===== src/rtl/lock_arbiter_multi.sv =====
// Lock manager: grants and releases NUM_LOCKS locks for accelerators over a command/response stream.
// A LOCK always produces one response; an UNLOCK never does. Illegal commands raise a one-cycle err.
module lock_arbiter_multi #(
  parameter int NUM_LOCKS   = 16,
  parameter int ACC_BITS    = 4,
  parameter bit CHECK_OWNER = 1'b1
) (
  input  logic                 clk,
  input  logic                 rstn,
  input  logic [63:0]          in_data,
  input  logic [ACC_BITS-1:0]  in_id,
  input  logic                 in_valid,
  output logic                 in_ready,
  output logic [63:0]          out_data,
  output logic [ACC_BITS-1:0]  out_dest,
  output logic                 out_valid,
  input  logic                 out_ready,
  input  logic                 flush,
  output logic [NUM_LOCKS-1:0] lock_status,
  output logic                 err
);

  localparam logic [7:0] CMD_LOCK   = 8'h04;
  localparam logic [7:0] CMD_UNLOCK = 8'h06;
  localparam logic [7:0] ACK_OK     = 8'h01;
  localparam logic [7:0] ACK_REJECT = 8'h00;
  localparam int         IDX_W      = (NUM_LOCKS > 1) ? $clog2(NUM_LOCKS) : 1;

  typedef enum logic {IDLE, RESP} state_t;

  state_t               state;
  state_t               state_next;
  logic [NUM_LOCKS-1:0] held;
  logic [ACC_BITS-1:0]  owner [NUM_LOCKS];

  logic [7:0]       cmd;
  logic [7:0]       lock_id;
  logic [IDX_W-1:0] idx;
  logic             id_ok;
  logic             sel_held;
  logic             owner_match;
  logic             accept;
  logic             set_lock;
  logic             clr_lock;
  logic             start_resp;
  logic             err_next;
  logic [7:0]       ack_code;

  assign cmd     = in_data[7:0];
  assign lock_id = in_data[15:8];
  assign idx     = lock_id[IDX_W-1:0];
  // The full 8-bit id is range-checked so high ids never alias onto low locks.
  assign id_ok       = ({1'b0, lock_id} < 9'(NUM_LOCKS));
  assign sel_held    = id_ok && held[idx];
  assign owner_match = (owner[idx] == in_id);

  assign in_ready    = (state == IDLE) && rstn;
  assign out_valid   = (state == RESP);
  assign accept      = in_valid && in_ready;
  assign lock_status = held;

  always_comb begin
    state_next = state;
    set_lock   = 1'b0;
    clr_lock   = 1'b0;
    start_resp = 1'b0;
    err_next   = 1'b0;
    ack_code   = ACK_REJECT;
    case (state)
      IDLE: begin
        if (accept) begin
          case (cmd)
            CMD_LOCK: begin
              start_resp = 1'b1;
              state_next = RESP;
              if (!id_ok) begin
                err_next = 1'b1;
              end else if (!sel_held) begin
                set_lock = 1'b1;
                ack_code = ACK_OK;
              end
            end
            CMD_UNLOCK: begin
              if (sel_held && (!CHECK_OWNER || owner_match)) clr_lock = 1'b1;
              else                                           err_next = 1'b1;
            end
            default: err_next = 1'b1;
          endcase
        end
      end
      RESP: begin
        if (out_ready) state_next = IDLE;
      end
      default: state_next = IDLE;
    endcase
  end

  always_ff @(posedge clk or negedge rstn) begin
    if (!rstn) begin
      state    <= IDLE;
      err      <= 1'b0;
      out_data <= '0;
      out_dest <= '0;
    end else begin
      state <= state_next;
      err   <= err_next;
      if (start_resp) begin
        out_data <= {48'd0, lock_id, ack_code};
        out_dest <= in_id;
      end
    end
  end

  // Flush overrides any update decided in the same cycle; the response path is untouched.
  always_ff @(posedge clk or negedge rstn) begin
    if (!rstn) begin
      held <= '0;
      for (int i = 0; i < NUM_LOCKS; i++) owner[i] <= '0;
    end else if (flush) begin
      held <= '0;
      for (int i = 0; i < NUM_LOCKS; i++) owner[i] <= '0;
    end else if (set_lock) begin
      held[idx]  <= 1'b1;
      owner[idx] <= in_id;
    end else if (clr_lock) begin
      held[idx] <= 1'b0;
    end
  end

endmodule


===== config.mk =====
export PLATFORM = sky130hd
export DESIGN_NAME = lock_arbiter_multi
export DESIGN_NICKNAME = d
export VERILOG_FILES = /design/src/rtl/lock_arbiter_multi.sv
export SDC_FILE = /design/constraint.sdc
export NUM_CORES = 1
export LEC_CHECK = 0
export BUFFER_PORTS_ARGS = -buffer_cell sky130_fd_sc_hd__buf_4
export CORE_MARGIN = 5
export CORE_UTILIZATION = 30
export DETAILED_ROUTE_END_ITERATION = 8
export PLACE_DENSITY_LB_ADDON = 0.1
export SLEW_MARGIN = 20
export SYNTH_ARGS = -nofsm -noshare
export SYNTH_HDL_FRONTEND = slang
export SYNTH_SLANG_ARGS = --single-unit

===== constraint.sdc =====
create_clock -name clk -period 5.5 [get_ports clk]
set_clock_uncertainty 0.15 [all_clocks]
set_input_delay 0.55 -clock clk [delete_from_list [all_inputs] [get_ports clk]]
set_output_delay 0.55 -clock clk [all_outputs]
set_load 0.02 [all_outputs]

==> impl_metrics.json <==
{
  "synth_edf_count": 0,
  "gp_congestion": 0.8068,
  "dr_total_vias": 3781,
  "drc": 0,
  "drv_cap": 0,
  "postCtsSetupBuffers": 0,
  "final_hold_viol_count": 0,
  "final_common_cell": "dfrtp_1",
  "yosysTopAreaCell": "dfrtp_1",
  "critical_path_required_ns": 5.55,
  "grtUsageMet1": 0.1829,
  "critPathKind": "in2reg",
  "synth_cells": 507,
  "finalMaxSlewViolations": 0,
  "rsz0062_at_grt": "false",
  "mostFrequentLayoutCells": "95 x dfrtp_1, 75 x mux2i_1, 74 x nor2_1",
  "routed_wl_um": 14210,
  "cts_tree": "built",
  "globalRouteOverflowTotal": 0,
  "first_pass_iters": 4,
  "grt_pass1_wl_um": 23110,
  "ys_top_cells_by_area": "dfrtp_1 43%, mux2i_1 14%, buf_4 7.6%",
  "layout-drive-gt1-share": 0.2147,
  "grt_use_total": 0.1354,
  "fp.dieW_um": 145.7,
  "htreeDepth": 3,
  "power.density_nw_per_um2": 235.5,
  "grt_pass1_vias": 3946,
  "vias_per_cell": 4.885,
  "met3_usage": 0.02616,
  "num_rows": 49,
  "drt_iter0_drc": 184,
  "cts.sinks": 95,
  "grt.busiest_layer": "met2",
  "holdBufCountCts": 1,
  "final_util": 0.3408,
  "cp_data_arrival_time_ns": 4.14,
  "design_area_um2": 6143,
  "fmaxAchievable_ghz": 0.2448,
  "io_pins": 160,
  "antenna_found_initial": 0,
  "netlist_area_um2": 5528,
  "cts_resized": 0,
  "synth_top_area_frac": 0.4301,
  "die_h_um": 145.7,
  "cts-root-buf": "clkbuf_16",
  "grt_max_degree": 71,
  "floorplan.core_area_um2": 18020,
  "dp_slack_ns": 1.543,
  "ys_warn_count": 0,
  "finalCritPeriodShare": 0.7427,
  "dpl.hpwl_um": 9422,
  "synth-async-reset-ratio": 1.000,
  "ys_types": 40,
  "p_leak_nw": 2.764,
  "hold_slack_ns": 0.2377,
  "hp-class": "in2reg",
  "layout.nets": 613,
  "critPathLaunchType": "input pin",
  "syn_to_final_growth_pct": 11.14,
  "ir_drop_mv": 0.1504,
  "n_antenna_cell": 0,
  "fin_crit_ns": 4.085,
  "dpl_cell_area_um2": 5867,
  "clk_latency_ns": 0.35,
  "ys_seq_elements": 95,
  "layout_setup_ws_ns": 1.415,
  "slew_headroom": 0.3904,
  "setup_violations": 0,
  "endpoint_kind": "flop",
  "synth-main-ff-cell": "dfrtp_1",
  "path_clk_slew_ns": 0.07,
  "timing.setup.tns_ns": 0,
  "status": "completed",
  "crit_path_max_fanout": 27,
  "syn_area_per_cell_um2": 10.90,
  "worst_pin_slew_ns": 0.9143,
  "portBuffers": 56,
  "start_util": 0.3067,
  "numCtsBuffers": 9,
  "synth_seq_area_share": 0.4301,
  "antenna_left": 0,
  "clock_tree.buffer_depth": 2,
  "avgRoutedWirePerCell_um": 18.36,
  "grt_use_met2": 0.2192,
  "die_area_um2": 21240
}
[synthesized netlist by cell type, types with 2 or more instances]
library cell	count
nor2b_1	3
o21ai_0	9
buf_4	56
nor4_4	6
nand2_1	30
mux2i_1	75
nor4_1	14
o21ai_1	9
o22ai_1	2
nand4_1	6
xnor2_1	2
buf_6	2
mux4_1	7
mux2_2	14
nor3_4	8
or2_2	2
clkbuf_1	17
nor2_1	74
dfrtp_1	95
o311ai_0	4
buf_2	13
xor2_1	2
nand2b_1	4
nor3_1	5
buf_1	4
mux4_2	9
a2bb2oi_1	2
inv_1	3
nand3_1	13
or3_1	7
[registers in the layout (all words and copies together) (netlist names)]
| register | cells |
|---|---|
| out_data | 9 |
| out_valid | 1 |
| owner | 64 |
| err | 1 |
| lock_status | 16 |
| out_dest | 4 |
[metal layers]
layer	vias to the layer above	share of wire
li1	1757	-
met1	1915	0.47
met2	97	0.47
met3	12	0.046
met4	0	0.012
met5	-	0
[per-stage QoR]
step                total power [mW]  cells
finish                         1.447    774
global route                   1.504    774
CTS                            1.468    774
detailed placement            0.8711    757
global placement              0.8707    757
floorplan                     0.8483    561
[report_power, final]
group | total, mW | switching (mW) | leakage, nW | internal [mW]
clock | 0.590 | 0.285 | 0.124 | 0.305
sequential | 0.702 | 0.00123 | 1.33 | 0.701
combinational | 0.154 | 0.121 | 1.31 | 0.0336
[kinds of logic (layout without fill, tap and decap cells)]
| family | after synthesis | after routing | synth area share |
|---|---|---|---|
| buffers and inverters | 97 | 81 | 0.1125 |
| flip-flops | 95 | 95 | 0.4301 |
| AND/OR/NAND/NOR | 175 | 175 | 0.1815 |
| other | 1 | 55 | 0.0006784 |
| AO/OA/AOI/OAI | 30 | 30 | 0.03463 |
| XOR/XNOR | 4 | 4 | 0.006339 |
| multiplexers | 105 | 105 | 0.2343 |
[worst paths after layout]
check	start	endpoint	slack, ns	depth (start not counted)
worst max-delay path	rstn	owner[55]	1.41	10
worst min-delay path	out_ready	out_valid	0.24	2
worst max register to register	out_valid	owner[55]	2.16	8
worst min register to register	out_data[0]	out_data[0]	0.34	2
max in group asynchronous	rstn	owner[54]	3.46	3
min in group asynchronous	rstn	err	0.50	2
[critical path, cell delays in order]
cell and delay, ns:
dlygate4sd3_1 0.53, buf_4 0.33, nor2b_2 0.27, nand2_1 0.21
or3_1 0.69, or3_1 0.46, buf_4 0.28, nor4_4 0.51
mux2i_1 0.24, nor2_1 0.06
[cell type report]
cell class	count	area, um2
clock buffers	10	229.0
inverters	4	15.01
repair buffers	61	460.4
clock inverters	6	37.54
flip-flops and latches	95	2377
well taps	229	286.5
fillers	1848	11880
multi-input cells	369	2738
(Power assumes the default switching activity.)
